`src/rtl/c7bbiu_rd_sched.sv`:
```
// Read-channel scheduler: round-robin sharing of one AXI AR channel between
// IFU, LSU and ICU, with one outstanding read each and R-beat routing by ID.
module c7bbiu_rd_sched #(
   parameter logic [3:0] IFU_ID       = 4'd0,
   parameter logic [3:0] LSU_ID       = 4'd1,
   parameter logic [3:0] ICU_ID       = 4'd2,
   parameter logic [7:0] ICU_LINE_LEN = 8'd3
) (
   input  logic        clk,
   input  logic        resetn,
   input  logic        ifu_req,
   input  logic [31:0] ifu_addr,
   input  logic        ifu_cancel,
   output logic        ifu_ack,
   output logic        ifu_data_valid,
   input  logic        lsu_req,
   input  logic [31:0] lsu_addr,
   output logic        lsu_ack,
   output logic        lsu_data_valid,
   input  logic        icu_req,
   input  logic [28:0] icu_addr,
   input  logic        icu_single,
   output logic        icu_ack,
   output logic        icu_data_valid,
   output logic        icu_data_last,
   output logic        icu_fault,
   output logic [63:0] rdata,
   output logic        ar_valid,
   input  logic        ar_ready,
   output logic [3:0]  ar_id,
   output logic [31:0] ar_addr,
   output logic [7:0]  ar_len,
   output logic [2:0]  ar_size,
   output logic [1:0]  ar_burst,
   output logic        r_ready,
   input  logic        r_valid,
   input  logic [3:0]  r_id,
   input  logic [63:0] r_data,
   input  logic        r_last,
   input  logic [1:0]  r_resp,
   output logic [1:0]  outstanding,
   output logic        id_err
);

   // AR channel handshake: ar_valid rises only from AR_WAIT and the payload is
   // frozen until ar_ready is seen with it; R side always accepts (r_ready=1).
   typedef enum logic {IDLE, AR_WAIT} state_t;

   state_t      state_q, state_d;
   logic [2:0]  req, elig, busy_q, busy_d, set_v, clr_v, beat_v, id_hit;
   logic [1:0]  rr_q, win_d, win_q, outstanding_q;
   logic        load, hs, cancel_q, id_err_q, r_ready_q, ifu_inflight;
   logic [3:0]  ar_id_q, ar_id_d;
   logic [31:0] ar_addr_q, ar_addr_d;
   logic [7:0]  ar_len_q, ar_len_d;
   logic [1:0]  ar_burst_q, ar_burst_d;

   assign req  = {icu_req, lsu_req, ifu_req};
   assign elig = req & ~busy_q;

   // First eligible requester at or after the round-robin pointer.
   always_comb begin
      win_d = rr_q;
      case (rr_q)
         2'd1: begin
            if (elig[1])      win_d = 2'd1;
            else if (elig[2]) win_d = 2'd2;
            else              win_d = 2'd0;
         end
         2'd2: begin
            if (elig[2])      win_d = 2'd2;
            else if (elig[0]) win_d = 2'd0;
            else              win_d = 2'd1;
         end
         default: begin
            if (elig[0])      win_d = 2'd0;
            else if (elig[1]) win_d = 2'd1;
            else              win_d = 2'd2;
         end
      endcase
   end

   always_comb begin
      ar_id_d    = ICU_ID;
      ar_addr_d  = {icu_addr, 3'b000};
      ar_len_d   = icu_single ? 8'd0 : ICU_LINE_LEN;
      ar_burst_d = icu_single ? 2'b00 : 2'b01;
      case (win_d)
         2'd0: begin
            ar_id_d    = IFU_ID;
            ar_addr_d  = ifu_addr;
            ar_len_d   = 8'd0;
            ar_burst_d = 2'b00;
         end
         2'd1: begin
            ar_id_d    = LSU_ID;
            ar_addr_d  = lsu_addr;
            ar_len_d   = 8'd0;
            ar_burst_d = 2'b00;
         end
         default: ;
      endcase
   end

   always_ff @(posedge clk or negedge resetn) begin
      if (!resetn) state_q <= IDLE;
      else         state_q <= state_d;
   end

   always_comb begin
      state_d  = state_q;
      load     = 1'b0;
      hs       = 1'b0;
      ar_valid = 1'b0;
      case (state_q)
         IDLE: begin
            if (|elig) begin
               load    = 1'b1;
               state_d = AR_WAIT;
            end
         end
         AR_WAIT: begin
            ar_valid = 1'b1;
            if (ar_ready) begin
               hs      = 1'b1;
               state_d = IDLE;
            end
         end
         default: state_d = IDLE;
      endcase
   end

   // R routing: a beat belongs to a requester only if its ID matches and it is busy.
   assign id_hit = {r_id == ICU_ID, r_id == LSU_ID, r_id == IFU_ID};
   assign beat_v = {3{r_valid}} & id_hit & busy_q;
   assign clr_v  = beat_v & {3{r_last}};
   assign set_v  = hs ? (3'b001 << win_q) : 3'b000;
   assign busy_d = (busy_q & ~clr_v) | set_v;

   assign ifu_inflight = busy_q[0] | ((state_q == AR_WAIT) && (win_q == 2'd0));

   always_ff @(posedge clk or negedge resetn) begin
      if (!resetn) begin
         busy_q        <= 3'b000;
         rr_q          <= 2'd0;
         win_q         <= 2'd0;
         cancel_q      <= 1'b0;
         id_err_q      <= 1'b0;
         r_ready_q     <= 1'b0;
         outstanding_q <= 2'd0;
         ar_id_q       <= 4'd0;
         ar_addr_q     <= 32'd0;
         ar_len_q      <= 8'd0;
         ar_burst_q    <= 2'b00;
      end else begin
         r_ready_q     <= 1'b1;
         busy_q        <= busy_d;
         outstanding_q <= {1'b0, busy_d[0]} + {1'b0, busy_d[1]} + {1'b0, busy_d[2]};
         if (load) begin
            win_q      <= win_d;
            ar_id_q    <= ar_id_d;
            ar_addr_q  <= ar_addr_d;
            ar_len_q   <= ar_len_d;
            ar_burst_q <= ar_burst_d;
         end
         if (hs) rr_q <= (win_q == 2'd2) ? 2'd0 : win_q + 2'd1;
         // Completion of the cancelled IFU read takes precedence over a new cancel.
         if (clr_v[0])                        cancel_q <= 1'b0;
         else if (ifu_cancel && ifu_inflight) cancel_q <= 1'b1;
         if (r_valid && (beat_v == 3'b000)) id_err_q <= 1'b1;
      end
   end

   assign ifu_ack        = set_v[0];
   assign lsu_ack        = set_v[1];
   assign icu_ack        = set_v[2];
   assign ifu_data_valid = beat_v[0] & ~cancel_q;
   assign lsu_data_valid = beat_v[1];
   assign icu_data_valid = beat_v[2];
   assign icu_data_last  = beat_v[2] & r_last;
   assign icu_fault      = beat_v[2] & (r_resp >= 2'b10);
   assign rdata          = r_data;
   assign ar_id          = ar_id_q;
   assign ar_addr        = ar_addr_q;
   assign ar_len         = ar_len_q;
   assign ar_size        = 3'b011;
   assign ar_burst       = ar_burst_q;
   assign r_ready        = r_ready_q;
   assign outstanding    = outstanding_q;
   assign id_err         = id_err_q;

endmodule

```
`config.mk`:
```
export PLATFORM = sky130hd
export DESIGN_NAME = c7bbiu_rd_sched
export DESIGN_NICKNAME = d
export VERILOG_FILES = /design/src/rtl/c7bbiu_rd_sched.sv
export SDC_FILE = /design/constraint.sdc
export NUM_CORES = 1
export LEC_CHECK = 0
export ABC_AREA = 0
export BUFFER_PORTS_ARGS = -buffer_cell sky130_fd_sc_hd__buf_2
export CORE_AREA = 2 2 114 116
export CTS_CLUSTER_DIAMETER = 30
export DETAILED_ROUTE_END_ITERATION = 10
export DIE_AREA = 0 0 116 118
export PLACE_DENSITY = 0.7
export SYNTH_ARGS = -nofsm -noshare
export SYNTH_HDL_FRONTEND = slang
export SYNTH_SLANG_ARGS = --single-unit
```
`constraint.sdc`:
```
create_clock -name clk -period 2 [get_ports clk]
set_input_delay 0.1 -clock clk [delete_from_list [all_inputs] [get_ports clk]]
set_output_delay 0.1 -clock clk [all_outputs]
set_load 0.01 [all_outputs]
```
; Word level (Yosys, flattened, before mapping)
; Cells that the tools add are included.
; W data, S select, Z words.
[word_totals]
ff_bits = 59
latch_bits = 0
ram_bits = 0
mem_bits_ro = 0
in_bits = 173
output_inout_bits = 126
word_cells = 71
memories = 0
[op_classes]
add_sub_neg = 3
n_mul = 0
div = 0
n_lt_le_gt_ge = 1
n_eq_ne = 6
shifts = 1
mux = 24
bitwise_logic = 14
reduce_logical = 10
[op_table]
columns = operator, count
row1 = $pmux W32 S2, 1
row2 = $mux W2, 8
row3 = $and A3 B3 Y3, 5
row4 = $mux W1, 11
row5 = $pmux W2 S2, 2
row6 = $not A3 Y3, 2
row7 = $eq A2 B1 Y1 const B, 2
row8 = $eq A2 B2 Y1 const B, 2
row9 = $eq A4 B1 Y1 const B, 1
row10 = $eq A4 B2 Y1 const B, 1
row11 = $logic_not A2 Y1, 2
row12 = $logic_not A4 Y1, 1
row13 = $and A1 B1 Y1, 3
row14 = $logic_and A1 B1 Y1, 3
row15 = $logic_not A3 Y1, 1
row16 = $mux W3, 1
row17 = $or A3 B3 Y3, 1
row18 = $reduce_or A3 Y1, 1
row19 = $shl A1 B2 Y3 const A, 1
row20 = $add A1 B1 Y2, 1
row21 = $add A2 B1 Y2, 1
row22 = $add A2 B1 Y2 const B, 1
row23 = $ge A2 B2 Y1 const B, 1
row24 = $not A1 Y1, 2
row25 = 4 further kinds, 4

; Depth between registers and ports, before layout
[depth]
depth_word = 9
mapped_depth = 8
depth_no_buf = 8

; Worst setup path after synthesis
; OpenSTA, ideal clock, no wires.
[synth_timing]
kind = register to register
startpoint = reg state_q
endpoint = reg outstanding_q[0] (netlist: outstanding[0])
setup_time_ns = 0.114
t_arrival_ns = 1.799
required_time_ns = 1.886
setup_slack_ns = 0.087
stages_incl_launch_ff = 6
path_buffers = 0
synth_period_minus_slack_ns = 1.913
cell_sequence = dfrtp_1 -> nand2_1 -> nor3b_1 -> nor2_1 -> fa_1 -> inv_1
[synth_via]
elab_chain_cells = 5
[synth_rtl]
columns = item, line
row1 = "start, declared", 49  ; state_t state_q, state_d;
row2 = "start signal, assigned", 107  ; else state_q <= state_d;
row3 = $mux W1, 115  ; case (state_q)
row4 = $mux W3, 137  ; assign set_v = hs ? (3'b001 << win_q) : 3'b000;
row5 = net lsu_ack, 18  ; output logic lsu_ack,
row6 = $or A3 B3 Y3, 138  ; assign busy_d = (busy_q & ~clr_v) | set_v;
row7 = $add A1 B1 Y2, 158  ; outstanding_q <= {1'b0, busy_d[0]} + {1'b0, busy_d[1]} + {1'b0, busy_d[2]};
row8 = $add A2 B1 Y2, 158
row9 = "end signal, assigned", 158
row10 = "end, declared", 51  ; logic [1:0] rr_q, win_d, win_q, outstanding_q;
; The timed path passes the listed nets, and every way through them passes these cells.
; A chain may end at the register's enable or synchronous reset.

; Worst setup path in the final report
[layout_timing]
startpoint = reg rr_q[0]
endpoint = reg ar_addr_q[27] (netlist: ar_addr[27])
[layout_via]
elab_chain_cells = 4
word_cells_on_any_way = 6
cone_classes = 3 x eq/ne / 2 x mux / 1 x reduce/logical
[layout_rtl]
columns = item, line
row1 = "start, declared", 51
row2 = "start signal, assigned", 166  ; if (hs) rr_q <= (win_q == 2'd2) ? 2'd0 : win_q + 2'd1;
row3 = $eq A2 B2 Y1 / $eq A2 B1 Y1 (equally long branches), 64  ; case (rr_q)
row4 = $pmux W2 S2 *, 64
row5 = $eq A2 B1 Y1 / $logic_not A2 Y1 (equally long branches), 88  ; case (win_d)
row6 = $pmux W32 S2 *, 88
row7 = "end signal, assigned", 162  ; ar_addr_q <= ar_addr_d;
row8 = "end, declared", 54  ; logic [31:0] ar_addr_q, ar_addr_d;
; Mark *: on every way between the ends. The rest lies on a longest branch, timed or not.

==> flow_metrics.env <==
export IMPL_status="complete, no violations"
export IMPL_max_cap_violations=0
export IMPL_buffer_ports_inserted=157
export IMPL_gr_peak_layer="met2"
export IMPL_dominant_combinational_cell_family_by_area_after_synthesis="buffers and inverters"
export IMPL_die_width_um=116
export IMPL_first_pass_grt_wire_length_um=13300
export IMPL_drt_iter0_drc=139
export IMPL_yosys_warnings=0
export IMPL_final_cell_area_um2=3890
export IMPL_endpoint_kind="flop"
export IMPL_timing_critical_path_from_type="flop"
export IMPL_p_per_area_nw_per_um2=1680
export IMPL_number_of_enable_type_register_cells_in_the_synthesized_netlist=0
export IMPL_yosysTopAreaCell="sky130_fd_sc_hd__dfrtp_1"
export IMPL_cpMaxStageDelayCell="sky130_fd_sc_hd__dfrtp_1"
export IMPL_ys_async_sr_fraction=1.00
export IMPL_synth_fa_ha_area_frac=0.0146
export IMPL_fillers=1357
export IMPL_first_pass_iters=5
export IMPL_gr_util_met1=0.141
export IMPL_first_global_vias=2568
export IMPL_crit_path_frequent_cell="sky130_fd_sc_hd__buf_4"
export IMPL_finalCriticalPeriod_ns=1.87
export IMPL_cells_along_the_critical_path="inv_1 -> ha_1 -> nor3b_1 -> a2bb2oi_2 -> buf_4 -> a31oi_4 -> buf_4 -> nand2_1 -> a31oi_1"
export IMPL_diodes=0
export IMPL_synthToLayoutAreaGrowth_pct=25.7
export IMPL_postSynthCellCount=337
export IMPL_dominantRegCellSynth="sky130_fd_sc_hd__dfrtp_1"
export IMPL_num_vias=2719
export IMPL_globalRouteTotalUtil=0.126
export IMPL_dieHeight_um=118
export IMPL_final_slew_violations=0
export IMPL_initial_antenna_violation_count=0
export IMPL_post_synthesis_compound_gate_area_fraction=0.197
export IMPL_grt_max_degree=33
export IMPL_groute_layer_met3_usage=0.0407
export IMPL_drt_wirelength_per_cell_um=14.9
export IMPL_routed_via_density=4.40
export IMPL_setup_total_neg_slack_ns=0
export IMPL_initial_utilization=0.249
export IMPL_wl_um=9190
export IMPL_worst_endpoint_arrival_ns=2.03
export IMPL_ir_worst_vdd_mv=0.501
export IMPL_clock_fmax_mhz=535
export IMPL_netlist_cell_type_count=39
export IMPL_cts_root_buf="sky130_fd_sc_hd__clkbuf_16"
export IMPL_postPlaceCellArea_um2=3610
export IMPL_worstHoldPathType="in -> reg"
export IMPL_gp_routability_congestion=0.754
export IMPL_overflow=0
export IMPL_ctsHtreeMaxLevel=2
export IMPL_synthDominantCellAreaShare=0.388
export IMPL_postRouteAntennaNets=0
export IMPL_clock_latency_ns=0.29
export IMPL_seq_area_frac_synth=0.388
export IMPL_final_nets=622
export IMPL_cts_reportedPaths_clkPinSlew_ns=0.06
export IMPL_synth_ff_latch_count=48
export IMPL_drive_above_1_share=0.462
export IMPL_worst_pin_slew_ns=0.595
export IMPL_core_area_um2=12400
export IMPL_dp_hpwl_um=6410
export IMPL_synth_top_cells_by_area="sky130_fd_sc_hd__dfrtp_1, sky130_fd_sc_hd__buf_4, sky130_fd_sc_hd__a22oi_1"
export IMPL_fp_dieArea_um2=13700
export IMPL_clock_path_buffers=2
export IMPL_cts_buffer_count=5
export IMPL_critical_path_max_stage_delay_ns=0.34
export IMPL_crit_fanout=5
export IMPL_design_portCount=299
export IMPL_cp_required_ns=2.16
export IMPL_mappedNetlistArea_um2=3100
export IMPL_crit_type="reg -> reg"
export IMPL_final_hold_violation_count=0
export IMPL_fin_skew_ns=0.00340
export IMPL_syn_area_per_cell_um2=9.19
export IMPL_post_route_period_util=0.934
export IMPL_cts_sink_count=48
export IMPL_post_synth_and_or_nand_nor_area_fraction=0.145
export IMPL_synthXorXnorAreaFrac=0
export IMPL_relSlewSlack=0.603
export IMPL_finalSetupViolCount=0
export IMPL_leakage_uw=0.00187
export IMPL_gr_usage_met2=0.219
export IMPL_post_route_drc_count=0
export IMPL_synthMuxAreaShare=0.0109
export IMPL_tritoncts="built"
export IMPL_rows=41
[layer usage]
metal	up-vias	routed length, um
met5	-	0
met4	0	139
met3	22	738
met2	116	4490
met1	1281	3820
li1	1300	-
[Yosys cell counts, types with 4 or more instances]
| cell type | n |
|---|---|
| sky130_fd_sc_hd__a21oi_1 | 6 |
| sky130_fd_sc_hd__nand2_1 | 37 |
| sky130_fd_sc_hd__dfrtp_1 | 48 |
| sky130_fd_sc_hd__buf_2 | 5 |
| sky130_fd_sc_hd__a22oi_1 | 33 |
| sky130_fd_sc_hd__nor2_1 | 35 |
| sky130_fd_sc_hd__inv_1 | 10 |
| sky130_fd_sc_hd__buf_4 | 82 |
| sky130_fd_sc_hd__a31oi_1 | 29 |
| sky130_fd_sc_hd__buf_6 | 6 |
| sky130_fd_sc_hd__a21o_1 | 4 |
[cell usage in the layout (no fill, tap or decap), types with 2 or more instances in the layout]
master                      Yosys  final
sky130_fd_sc_hd__clkbuf_16      0      6
sky130_fd_sc_hd__buf_2          5    157
sky130_fd_sc_hd__a21o_1         4      4
sky130_fd_sc_hd__buf_12         0      4
sky130_fd_sc_hd__nand2b_4       3      3
sky130_fd_sc_hd__nor3_1         3      3
sky130_fd_sc_hd__conb_1         2     13
sky130_fd_sc_hd__nor3b_1        3      3
sky130_fd_sc_hd__nand2_1       37     37
sky130_fd_sc_hd__inv_1         10     10
sky130_fd_sc_hd__a22oi_1       33     33
sky130_fd_sc_hd__nand3_1        2      2
sky130_fd_sc_hd__o21a_1         2      2
sky130_fd_sc_hd__a21oi_1        6      6
sky130_fd_sc_hd__buf_4         82     19
sky130_fd_sc_hd__a31oi_1       29     29
sky130_fd_sc_hd__nor4b_1        2      2
sky130_fd_sc_hd__nor2_1        35     35
sky130_fd_sc_hd__a31oi_4        1      3
sky130_fd_sc_hd__or2_2          2      2
sky130_fd_sc_hd__mux2_2         3      3
sky130_fd_sc_hd__dfrtp_1       48     48
[path summary, 6_finish.rpt]
| check | to | from | cells after the start | slack, ns |
|---|---|---|---|---|
| hold / removal | cancel_q$_DFFE_PN0P_ | r_last | 2 | 0.02 |
| min in group asynchronous | ar_addr[13]$_DFFE_PN0P_ | resetn | 2 | 0.34 |
| max in group asynchronous | ar_id[0]$_DFFE_PN0P_ | resetn | 3 | 1.11 |
| setup / recovery | ar_addr[27]$_DFFE_PN0P_ | rr_q[0]$_DFFE_PN0P_ | 9 | 0.13 |
| setup reg to reg | ar_addr[27]$_DFFE_PN0P_ | rr_q[0]$_DFFE_PN0P_ | 9 | 0.13 |
| hold reg to reg | id_err$_DFFE_PN0P_ | id_err$_DFFE_PN0P_ | 1 | 0.47 |
[registers in the layout, indices dropped and copies added (netlist names)]
signal       count
ar_addr         32
ar_id            2
ar_len           1
busy_q           3
cancel_q         1
id_err           1
outstanding      2
r_ready          1
rr_q             2
state_q          1
win_q            2
[critical path: cells and delay by family (launching register included)]
family | cells | cell delay, ns
compound gates | 3 | 0.36
simple gates | 2 | 0.30
buf+inv | 3 | 0.41
fa+ha+maj | 1 | 0.31
flops | 1 | 0.34
[through the flow]
stage               setup WS [ns]  hold slack [ns]   util  cells  power [uW]
floorplan                  0.0875           -0.196      -    348        4240
CTS                        0.0215           0.0167  0.305    612        6270
global route              -0.0265           0.0278  0.313    618        7100
detailed placement         -0.129            0.142  0.291    603        5250
finish                      0.132           0.0211  0.313    618        6520
global placement           -0.102            0.140  0.291    603        5170
[cell families (layout without fill, tap and decap cells)]
kind of cell / after synthesis / after routing
compound gates: 83 / 85
fa+ha+maj: 3 / 3
buf+inv: 104 / 200
flops: 48 / 48
mux: 3 / 3
other cells: 2 / 13
simple gates: 94 / 94
[power breakdown]
group	switching [uW]	internal (uW)
combinational	2270	1750
clock	363	455
sequential	244	1430
total	2880	3640
[cell type report]
class	count	area, um^2	area share
flip-flops and latches	48	1200	0.309
inverters	10	37.5	0.00965
clock inverters	1	5.00	0.00129
clock buffers	6	129	0.0331
multi-input cells	198	1250	0.321
repair buffers	183	1050	0.271
well taps	172	215	0.0553
[what timing repair did]
| item | 4_1_cts | 5_1_grt |
|---|---|---|
| resized for setup | 3 | 3 |
| hold buffers | 1 | 0 |
| endpoints found under the setup margin | 32 | 26 |
| cloned | 1 | 2 |
| pin swaps | 0 | 2 |
| setup buffers | 0 | 4 |
| endpoints found under the hold margin | 24 | 0 |
No activity file was read; power rests on OpenSTA's default activity.
